<file path="src/rtl/imggen_pkg.sv">
// Shared constants, types and byte-sequence helpers for the image generator.
package imggen_pkg;

  // Grid and screen geometry defaults
  localparam int unsigned DefGridW  = 16;
  localparam int unsigned DefGridH  = 12;
  localparam int unsigned DefCellPx = 20;

  // LCD command set
  localparam logic [7:0] CmdSwReset  = 8'h01;
  localparam logic [7:0] CmdSleepOut = 8'h11;
  localparam logic [7:0] CmdPixFmt   = 8'h3A;
  localparam logic [7:0] CmdDispOn   = 8'h29;
  localparam logic [7:0] CmdColSet   = 8'h2A;
  localparam logic [7:0] CmdPageSet  = 8'h2B;
  localparam logic [7:0] CmdMemWr    = 8'h2C;
  localparam logic [7:0] PixFmt16    = 8'h55;

  // Byte counts of the fixed command sequences
  localparam int unsigned InitLen   = 5;
  localparam int unsigned WinHdrLen = 11;

  // RGB565 palette indexed by the colour-cycle position
  localparam logic [15:0] Palette [8] = '{
    16'hFFFF, 16'hF800, 16'h07E0, 16'h001F, 16'hFFE0, 16'hF81F, 16'h07FF, 16'h8410
  };

  typedef enum logic [2:0] {StPowerup, StInit, StClear, StIdle, StDraw} imggen_state_e;
  typedef enum logic [1:0] {DirUp, DirDown, DirLeft, DirRight} imggen_dir_e;

  // Init sequence as {dcx, byte}
  function automatic logic [8:0] init_byte(input logic [3:0] idx);
    logic [8:0] b;
    case (idx)
      4'd0:    b = {1'b0, CmdSwReset};
      4'd1:    b = {1'b0, CmdSleepOut};
      4'd2:    b = {1'b0, CmdPixFmt};
      4'd3:    b = {1'b1, PixFmt16};
      default: b = {1'b0, CmdDispOn};
    endcase
    return b;
  endfunction

  // Window set-up header (column set, page set, memory write) as {dcx, byte}
  function automatic logic [8:0] win_byte(input logic [3:0] idx, input logic [15:0] x0,
                                          input logic [15:0] x1, input logic [15:0] y0,
                                          input logic [15:0] y1);
    logic [8:0] b;
    case (idx)
      4'd0:    b = {1'b0, CmdColSet};
      4'd1:    b = {1'b1, x0[15:8]};
      4'd2:    b = {1'b1, x0[7:0]};
      4'd3:    b = {1'b1, x1[15:8]};
      4'd4:    b = {1'b1, x1[7:0]};
      4'd5:    b = {1'b0, CmdPageSet};
      4'd6:    b = {1'b1, y0[15:8]};
      4'd7:    b = {1'b1, y0[7:0]};
      4'd8:    b = {1'b1, y1[15:8]};
      4'd9:    b = {1'b1, y1[7:0]};
      default: b = {1'b0, CmdMemWr};
    endcase
    return b;
  endfunction

endpackage

</file>
<file path="src/rtl/lcd_bus_writer.sv">
// 8080-style byte writer: one byte per two clocks, wr low in the first, high in the second.
module lcd_bus_writer (
  input  logic       clk_i,
  input  logic       rst_ni,
  input  logic       valid_i,
  input  logic [8:0] data_i,   // {dcx, byte}
  output logic       ready_o,
  output logic       dcx_o,
  output logic       wr_o,
  output logic [7:0] d_o
);

  logic       low_q;
  logic       dcx_q;
  logic       wr_q;
  logic [7:0] d_q;

  assign ready_o = ~low_q;
  assign dcx_o   = dcx_q;
  assign wr_o    = wr_q;
  assign d_o     = d_q;

  // Launch a byte with wr low, then raise wr while holding dcx/D
  always_ff @(posedge clk_i or negedge rst_ni) begin
    if (!rst_ni) begin
      low_q <= 1'b0;
      dcx_q <= 1'b1;
      wr_q  <= 1'b1;
      d_q   <= 8'h00;
    end else if (low_q) begin
      low_q <= 1'b0;
      wr_q  <= 1'b1;
    end else if (valid_i) begin
      low_q <= 1'b1;
      wr_q  <= 1'b0;
      dcx_q <= data_i[8];
      d_q   <= data_i[7:0];
    end
  end

endmodule

</file>
<file path="src/rtl/complete_top.sv">
// Image-generator top: button-driven cursor painting grid cells on a parallel LCD.
// Optional tone generator on sound_out is built when IMGGEN_SOUND_EN is defined.
module complete_top
  import imggen_pkg::*;
#(
  parameter int unsigned POWERUP_CYCLES = 100000,
  parameter int unsigned GRID_W         = DefGridW,
  parameter int unsigned GRID_H         = DefGridH,
  parameter int unsigned CELL_PX        = DefCellPx,
  parameter int unsigned TONE_CYCLES    = 20000,
  parameter int unsigned TONE_HALF      = 50
) (
  input  logic       hwclk,
  input  logic       reset,
  input  logic       left,
  input  logic       right,
  input  logic       up,
  input  logic       down,
  input  logic       mode_pb,
  input  logic       KeyEnc,
  output logic       dcx,
  output logic       wr,
  output logic [7:0] D,
  output logic [5:0] sound_out
);

  localparam int unsigned ScreenW = GRID_W * CELL_PX;
  localparam int unsigned ScreenH = GRID_H * CELL_PX;

  localparam logic [19:0] PwrLast   = 20'(POWERUP_CYCLES - 1);
  localparam logic [19:0] ClearLast = 20'(2 * ScreenW * ScreenH - 1);
  localparam logic [19:0] DrawLast  = 20'(2 * CELL_PX * CELL_PX - 1);
  localparam logic [7:0]  XMax      = 8'(GRID_W - 1);
  localparam logic [7:0]  YMax      = 8'(GRID_H - 1);
  localparam logic [7:0]  XRst      = 8'(GRID_W / 2);
  localparam logic [7:0]  YRst      = 8'(GRID_H / 2);
  localparam logic [15:0] ScrX1     = 16'(ScreenW - 1);
  localparam logic [15:0] ScrY1     = 16'(ScreenH - 1);
  localparam logic [15:0] CellPx    = 16'(CELL_PX);
  localparam logic [15:0] CellEnd   = 16'(CELL_PX - 1);

  // Button order: up, down, left, right, mode_pb, KeyEnc
  logic [5:0] btn_raw, sync1_q, sync2_q, prev_q, btn_edge;

  imggen_state_e state_q, state_d;
  logic [3:0]    step_q, step_d;
  logic [19:0]   pix_q, pix_d;
  logic [19:0]   pwr_q, pwr_d;
  logic [7:0]    cx_q, cx_d, cy_q, cy_d;
  logic [15:0]   draw_col_q, draw_col_d;
  logic          pend_valid_q, pend_valid_d;
  imggen_dir_e   pend_dir_q, pend_dir_d, edge_dir;
  logic          pen_down_q;
  logic [2:0]    col_idx_q;

  logic [15:0] win_x0, win_x1, win_y0, win_y1, pix_colour;
  logic [19:0] pix_last;
  logic        bus_valid, bus_ready;
  logic [8:0]  bus_byte;
  logic        tone_start, tone_bump;

  assign btn_raw  = {KeyEnc, mode_pb, right, left, down, up};
  assign btn_edge = sync2_q & ~prev_q;

  // Two-stage synchroniser plus previous-value register for edge detection
  always_ff @(posedge hwclk or negedge reset) begin
    if (!reset) begin
      sync1_q <= '0;
      sync2_q <= '0;
      prev_q  <= '0;
    end else begin
      sync1_q <= btn_raw;
      sync2_q <= sync1_q;
      prev_q  <= sync2_q;
    end
  end

  // Direction priority among simultaneous edges: up > down > left > right
  always_comb begin
    edge_dir = DirRight;
    if (btn_edge[0])      edge_dir = DirUp;
    else if (btn_edge[1]) edge_dir = DirDown;
    else if (btn_edge[2]) edge_dir = DirLeft;
  end

  // Pen and colour react to their edges in every state
  always_ff @(posedge hwclk or negedge reset) begin
    if (!reset) begin
      pen_down_q <= 1'b1;
      col_idx_q  <= 3'd0;
    end else begin
      if (btn_edge[4]) pen_down_q <= ~pen_down_q;
      if (btn_edge[5]) col_idx_q  <= col_idx_q + 3'd1;
    end
  end

  // Window and pixel source: whole screen in black for CLEAR, cursor cell otherwise
  always_comb begin
    if (state_q == StDraw) begin
      win_x0     = 16'(cx_q) * CellPx;
      win_x1     = win_x0 + CellEnd;
      win_y0     = 16'(cy_q) * CellPx;
      win_y1     = win_y0 + CellEnd;
      pix_colour = draw_col_q;
      pix_last   = DrawLast;
    end else begin
      win_x0     = 16'h0000;
      win_x1     = ScrX1;
      win_y0     = 16'h0000;
      win_y1     = ScrY1;
      pix_colour = 16'h0000;
      pix_last   = ClearLast;
    end
  end

  // Sequencer next-state, bus requests and request service
  always_comb begin
    state_d      = state_q;
    step_d       = step_q;
    pix_d        = pix_q;
    pwr_d        = pwr_q;
    cx_d         = cx_q;
    cy_d         = cy_q;
    draw_col_d   = draw_col_q;
    pend_valid_d = pend_valid_q;
    pend_dir_d   = pend_dir_q;
    bus_valid    = 1'b0;
    bus_byte     = 9'h000;
    tone_start   = 1'b0;
    tone_bump    = 1'b0;

    case (state_q)
      StPowerup: begin
        if (pwr_q == PwrLast) begin
          state_d = StInit;
          step_d  = 4'd0;
        end else begin
          pwr_d = pwr_q + 20'd1;
        end
      end
      StInit: begin
        bus_valid = 1'b1;
        bus_byte  = init_byte(step_q);
        if (bus_ready) begin
          if (step_q == 4'(InitLen - 1)) begin
            state_d = StClear;
            step_d  = 4'd0;
            pix_d   = 20'd0;
          end else begin
            step_d = step_q + 4'd1;
          end
        end
      end
      StClear, StDraw: begin
        bus_valid = 1'b1;
        if (step_q < 4'(WinHdrLen)) begin
          bus_byte = win_byte(step_q, win_x0, win_x1, win_y0, win_y1);
          if (bus_ready) step_d = step_q + 4'd1;
        end else begin
          // High byte on even counts, low byte on odd
          bus_byte = {1'b1, pix_q[0] ? pix_colour[7:0] : pix_colour[15:8]};
          if (bus_ready) begin
            if (pix_q == pix_last) state_d = StIdle;
            else                   pix_d   = pix_q + 20'd1;
          end
        end
      end
      StIdle: begin
        if (pend_valid_q) begin
          pend_valid_d = 1'b0;
          tone_start   = 1'b1;
          case (pend_dir_q)
            DirUp:    if (cy_q == 8'd0) tone_bump = 1'b1; else cy_d = cy_q - 8'd1;
            DirDown:  if (cy_q == YMax) tone_bump = 1'b1; else cy_d = cy_q + 8'd1;
            DirLeft:  if (cx_q == 8'd0) tone_bump = 1'b1; else cx_d = cx_q - 8'd1;
            default:  if (cx_q == XMax) tone_bump = 1'b1; else cx_d = cx_q + 8'd1;
          endcase
          if (!tone_bump && pen_down_q) begin
            state_d    = StDraw;
            step_d     = 4'd0;
            pix_d      = 20'd0;
            draw_col_d = Palette[col_idx_q];
          end
        end
      end
      default: state_d = StPowerup;
    endcase

    // Single-entry request buffer; edges arriving while it is occupied are dropped
    if ((|btn_edge[3:0]) && !pend_valid_q) begin
      pend_valid_d = 1'b1;
      pend_dir_d   = edge_dir;
    end
  end

  // Sequencer and cursor state
  always_ff @(posedge hwclk or negedge reset) begin
    if (!reset) begin
      state_q      <= StPowerup;
      step_q       <= 4'd0;
      pix_q        <= 20'd0;
      pwr_q        <= 20'd0;
      cx_q         <= XRst;
      cy_q         <= YRst;
      draw_col_q   <= 16'h0000;
      pend_valid_q <= 1'b0;
      pend_dir_q   <= DirUp;
    end else begin
      state_q      <= state_d;
      step_q       <= step_d;
      pix_q        <= pix_d;
      pwr_q        <= pwr_d;
      cx_q         <= cx_d;
      cy_q         <= cy_d;
      draw_col_q   <= draw_col_d;
      pend_valid_q <= pend_valid_d;
      pend_dir_q   <= pend_dir_d;
    end
  end

  lcd_bus_writer u_bus (
    .clk_i   (hwclk),
    .rst_ni  (reset),
    .valid_i (bus_valid),
    .data_i  (bus_byte),
    .ready_o (bus_ready),
    .dcx_o   (dcx),
    .wr_o    (wr),
    .d_o     (D)
  );

`ifdef IMGGEN_SOUND_EN
  localparam logic [19:0] ToneLen  = 20'(TONE_CYCLES);
  localparam logic [15:0] HalfMove = 16'(TONE_HALF);
  localparam logic [15:0] HalfBump = 16'(2 * TONE_HALF);

  logic [19:0] tone_rem_q;
  logic [15:0] half_cnt_q, half_len_q;
  logic        level_q;

  // Square wave starting high; a new request restarts it from the beginning
  always_ff @(posedge hwclk or negedge reset) begin
    if (!reset) begin
      tone_rem_q <= 20'd0;
      half_cnt_q <= 16'd0;
      half_len_q <= HalfMove;
      level_q    <= 1'b0;
    end else if (tone_start) begin
      tone_rem_q <= ToneLen;
      half_cnt_q <= 16'd0;
      half_len_q <= tone_bump ? HalfBump : HalfMove;
      level_q    <= 1'b1;
    end else if (tone_rem_q != 20'd0) begin
      tone_rem_q <= tone_rem_q - 20'd1;
      if (half_cnt_q == half_len_q - 16'd1) begin
        half_cnt_q <= 16'd0;
        level_q    <= ~level_q;
      end else begin
        half_cnt_q <= half_cnt_q + 16'd1;
      end
    end
  end

  assign sound_out = (tone_rem_q != 20'd0 && level_q) ? 6'h3F : 6'h00;
`else
  logic unused_tone;
  assign unused_tone = tone_start ^ tone_bump ^ (^32'(TONE_CYCLES + TONE_HALF));
  assign sound_out   = 6'h00;
`endif

endmodule

</file>
<file path="config.mk">
export PLATFORM = sky130hd
export DESIGN_NAME = complete_top
export DESIGN_NICKNAME = d
export VERILOG_FILES = /design/src/rtl/imggen_pkg.sv /design/src/rtl/lcd_bus_writer.sv /design/src/rtl/complete_top.sv
export SDC_FILE = /design/constraint.sdc
export NUM_CORES = 1
export LEC_CHECK = 0
export CAP_MARGIN = 30
export CORE_ASPECT_RATIO = 1.25
export CORE_MARGIN = 2
export CORE_UTILIZATION = 56
export DETAILED_ROUTE_END_ITERATION = 8
export GPL_TIMING_DRIVEN = 0
export PLACE_DENSITY = 0.83
export SETUP_SLACK_MARGIN = 0.4
export SLEW_MARGIN = 10
export SYNTH_ARGS = -nofsm -noshare
export SYNTH_HDL_FRONTEND = slang
export SYNTH_SLANG_ARGS = --single-unit
</file>
<file path="constraint.sdc">
create_clock -name hwclk -period 2.9 [get_ports hwclk]
set_input_delay 0.87 -clock hwclk [delete_from_list [all_inputs] [get_ports hwclk]]
set_output_delay 0.87 -clock hwclk [all_outputs]
set_load 0.05 [all_outputs]
</file>
==> results.json, run 1 <==
{
  "synth_compound_area_frac": 0.180,
  "dr.pass1.iters": 6,
  "p_leak_nw": 3.72,
  "grt_pass1_wl_um": 29700,
  "port_buffers": 17,
  "grt_pass1_vias": 6295,
  "cp-start-kind": "flip-flop",
  "wire_per_inst_um": 18.5,
  "grt_use_total": 0.271,
  "power_mw": 3.13,
  "die_w_um": 104,
  "vias": 6346,
  "layout-drive-gt1-share": 0.241,
  "grt-ovfl-total": 0,
  "clock.fmax_ghz": 0.336,
  "via_per_inst": 6.23,
  "violations": "setup timing",
  "cts_max_level": 3,
  "whs_ns": 0.352,
  "initial_core_util": 0.578,
  "synth_cell_type_count": 78,
  "synthDominantCellAreaShare": 0.351,
  "ys_seq_elements": 105,
  "crit_path_max_fanout": 3,
  "synth_top_family_by_area": "simple AND/OR/NAND/NOR gates",
  "grt_max_degree": 80,
  "end_kind": "flip-flop",
  "syn_inst": 779,
  "worstMarginPinSlew_ns": 0.661,
  "status": "complete, but fails checks",
  "root_buffer": "clkbuf_16",
  "synth-xor-area-share": 0.0682,
  "skew_ns": 0.0101,
  "crit_required_ns": 3.13,
  "cts.clk_slew.worst_paths_ns": 0.08,
  "route.detailed.drc": 0,
  "powerDensity_mw_per_mm2": 355,
  "grtUsageMet1": 0.320,
  "fin_tns_setup_ns": -0.0720,
  "syn_area_per_cell_um2": 9.07,
  "synthesis.area_mm2": 0.00707,
  "syn2layout_area_growth_pct": 24.7,
  "synth_common_cells": "dfrtp_1 (99), nand2_1 (77), nor2_1 (67), ha_1 (50), o21ai_0 (47)",
  "vdd_drop_max_uv": 264,
  "finalCritPeriodShare": 1.02,
  "hp-class": "flip-flop to flip-flop",
  "yosysSeqAreaShare": 0.373,
  "routabilityCongestion": 0.974,
  "cts_tree": "yes",
  "pin_count": 24,
  "synth_fa_ha_area_frac": 0.0999,
  "yosysMostFrequentCell": "dfrtp_1",
  "yosys_warnings": 0,
  "synthMuxAreaShare": 0.0251,
  "clk_latency_ns": 0.36,
  "wl_um": 18800,
  "synth_ff_type": "dfrtp_1",
  "die_h_um": 130,
  "drt_iter0_drc": 574,
  "dp_hpwl_um": 12300,
  "final_core_util": 0.721,
  "rsz0062_at_grt": "true",
  "yosys.area_share.simple": 0.214,
  "setup_slack_ns": -0.0720,
  "top_usage_layer": "met2",
  "clock-sinks": 105,
  "ys_top_cells_by_area": "dfrtp_1 (35%), ha_1 (8.9%), xnor2_1 (4.7%)",
  "ant_nets": 0,
  "nets": 912,
  "synth_edf_count": 0,
  "period_needed_ns": 2.97,
  "clock_path_buffers": 2,
  "core_region_area_mm2": 0.0122,
  "grtUsageMet2": 0.478,
  "diodes": 0,
  "hold_viol": 0,
  "fp.dieArea_mm2": 0.0135,
  "antenna_found_initial": 0,
  "setup_viol": 1,
  "pre_cts_slack_ns": -0.0942,
  "yosys.area.top_type": "dfrtp_1",
  "crit_type": "flip-flop to flip-flop",
  "cts_buffers": 9,
  "num_rows": 45,
  "maxCapViolCount": 0,
  "finalMaxSlewViolations": 0,
  "synth_async_sr_flop_share": 1.00,
  "grtUsageMet3": 0.0438,
  "max_slew_margin": 0.556,
  "worstPathArrival_ns": 3.20
}
critical path: stages, from the launching register on:
cell	delay, ns
dfstp_2	0.59
ha_4	0.22
ha_4	0.16
inv_2	0.05
fa_2	0.44
nand3b_1	0.19
or4_4	0.47
nor3_4	0.14
mux2i_1	0.27
a41o_1	0.23
a21oi_1	0.08
cell usage in the layout, fill, tap and decap left out, types with 13 or more instances in the layout:
cell / count
nand4_1: 15
xor2_1: 14
nor2b_1: 14
clkbuf_1: 13
dfrtp_1: 91
nand2_1: 69
nand3_1: 25
ha_1: 38
nor3_1: 18
a21oi_1: 32
inv_1: 24
xnor2_1: 35
o21ai_0: 31
buf_6: 14
buf_4: 31
clkdlybuf4s50_1: 14
nor2_1: 60
where the power goes:
group | leakage [nW] | total [mW] | switching, mW | internal [mW]
logic | 2.21 | 0.333 | 0.196 | 0.137
clock network | 0.150 | 1.25 | 0.631 | 0.618
registers | 1.36 | 1.55 | 0.0358 | 1.51
total | 3.72 | 3.13 | 0.863 | 2.27
flip-flops by register name, indices dropped and copies added, names as in the netlist:
signal	flops
pen_down_q	1
cx_q	8
u_bus.wr_o	1
u_bus.d_o	8
cy_q	8
sync2_q	6
pend_valid_q	1
sync1_q	6
pwr_q	20
col_idx_q	3
draw_col_q	6
state_q	3
pend_dir_q	2
step_q	4
u_bus.low_q	1
prev_q	6
pix_q	20
u_bus.dcx_o	1
routing by layer:
layer | part of all wire | vias up
li1 | - | 2948
met5 | 0 | -
met4 | 0.039 | 0
met3 | 0.053 | 72
met2 | 0.52 | 253
met1 | 0.39 | 3073
per-stage QoR:
step | instances | area [um^2]
global placement | 965 | 7620
CTS | 1001 | 8310
global route | 1019 | 8810
finish | 1019 | 8810
floorplan | 784 | 7240
detailed placement | 966 | 7650
final timing paths:
check | startpoint | endpoint | slack [ns] | depth (start not counted)
max | cx_q[3] | u_bus.d_o[3] | -0.07 | 10
min | sync1_q[3] | sync2_q[3] | 0.35 | 0
max reg2reg | cx_q[3] | u_bus.d_o[3] | -0.07 | 10
min reg2reg | sync1_q[3] | sync2_q[3] | 0.35 | 0
max in group asynchronous | reset | cy_q[2] | 1.81 | 2
min in group asynchronous | reset | cx_q[5] | 0.37 | 1
final cells by class:
class | count | area, um^2
Multi-Input combinational cell | 618 | 4780
Buffer | 33 | 213
Clock buffer | 9 | 225
Sequential cell | 105 | 2650
Fill cell | 895 | 3410
Timing Repair Buffer | 55 | 551
Clock inverter | 7 | 81.3
Inverter | 28 | 105
Tap cell | 164 | 205
timing repair:
action                                  4_1_cts  5_1_grt
hold buffers                                  0        0
pin swaps                                    28       34
buffers inserted                             18       16
cloned                                        1        2
endpoints found under the setup margin       44       45
resized for setup                            52       93
cells by family after synthesis:
logic type,Yosys count
DFF,105
xor gates and xnor gates,55
buffers and inverters,61
adders and majority gates,54
and+or+nand+nor,297
AOI/OAI and AO/OA,190
muxes,16
other,1
No activity file was read; power rests on OpenSTA's default activity.
==> run 2, diff against run 1 <==
Settings changed: ABC_AREA set to 0.
==> results of run 2 <==
No change in the layout: final DEF, timing and power equal those of run 1.
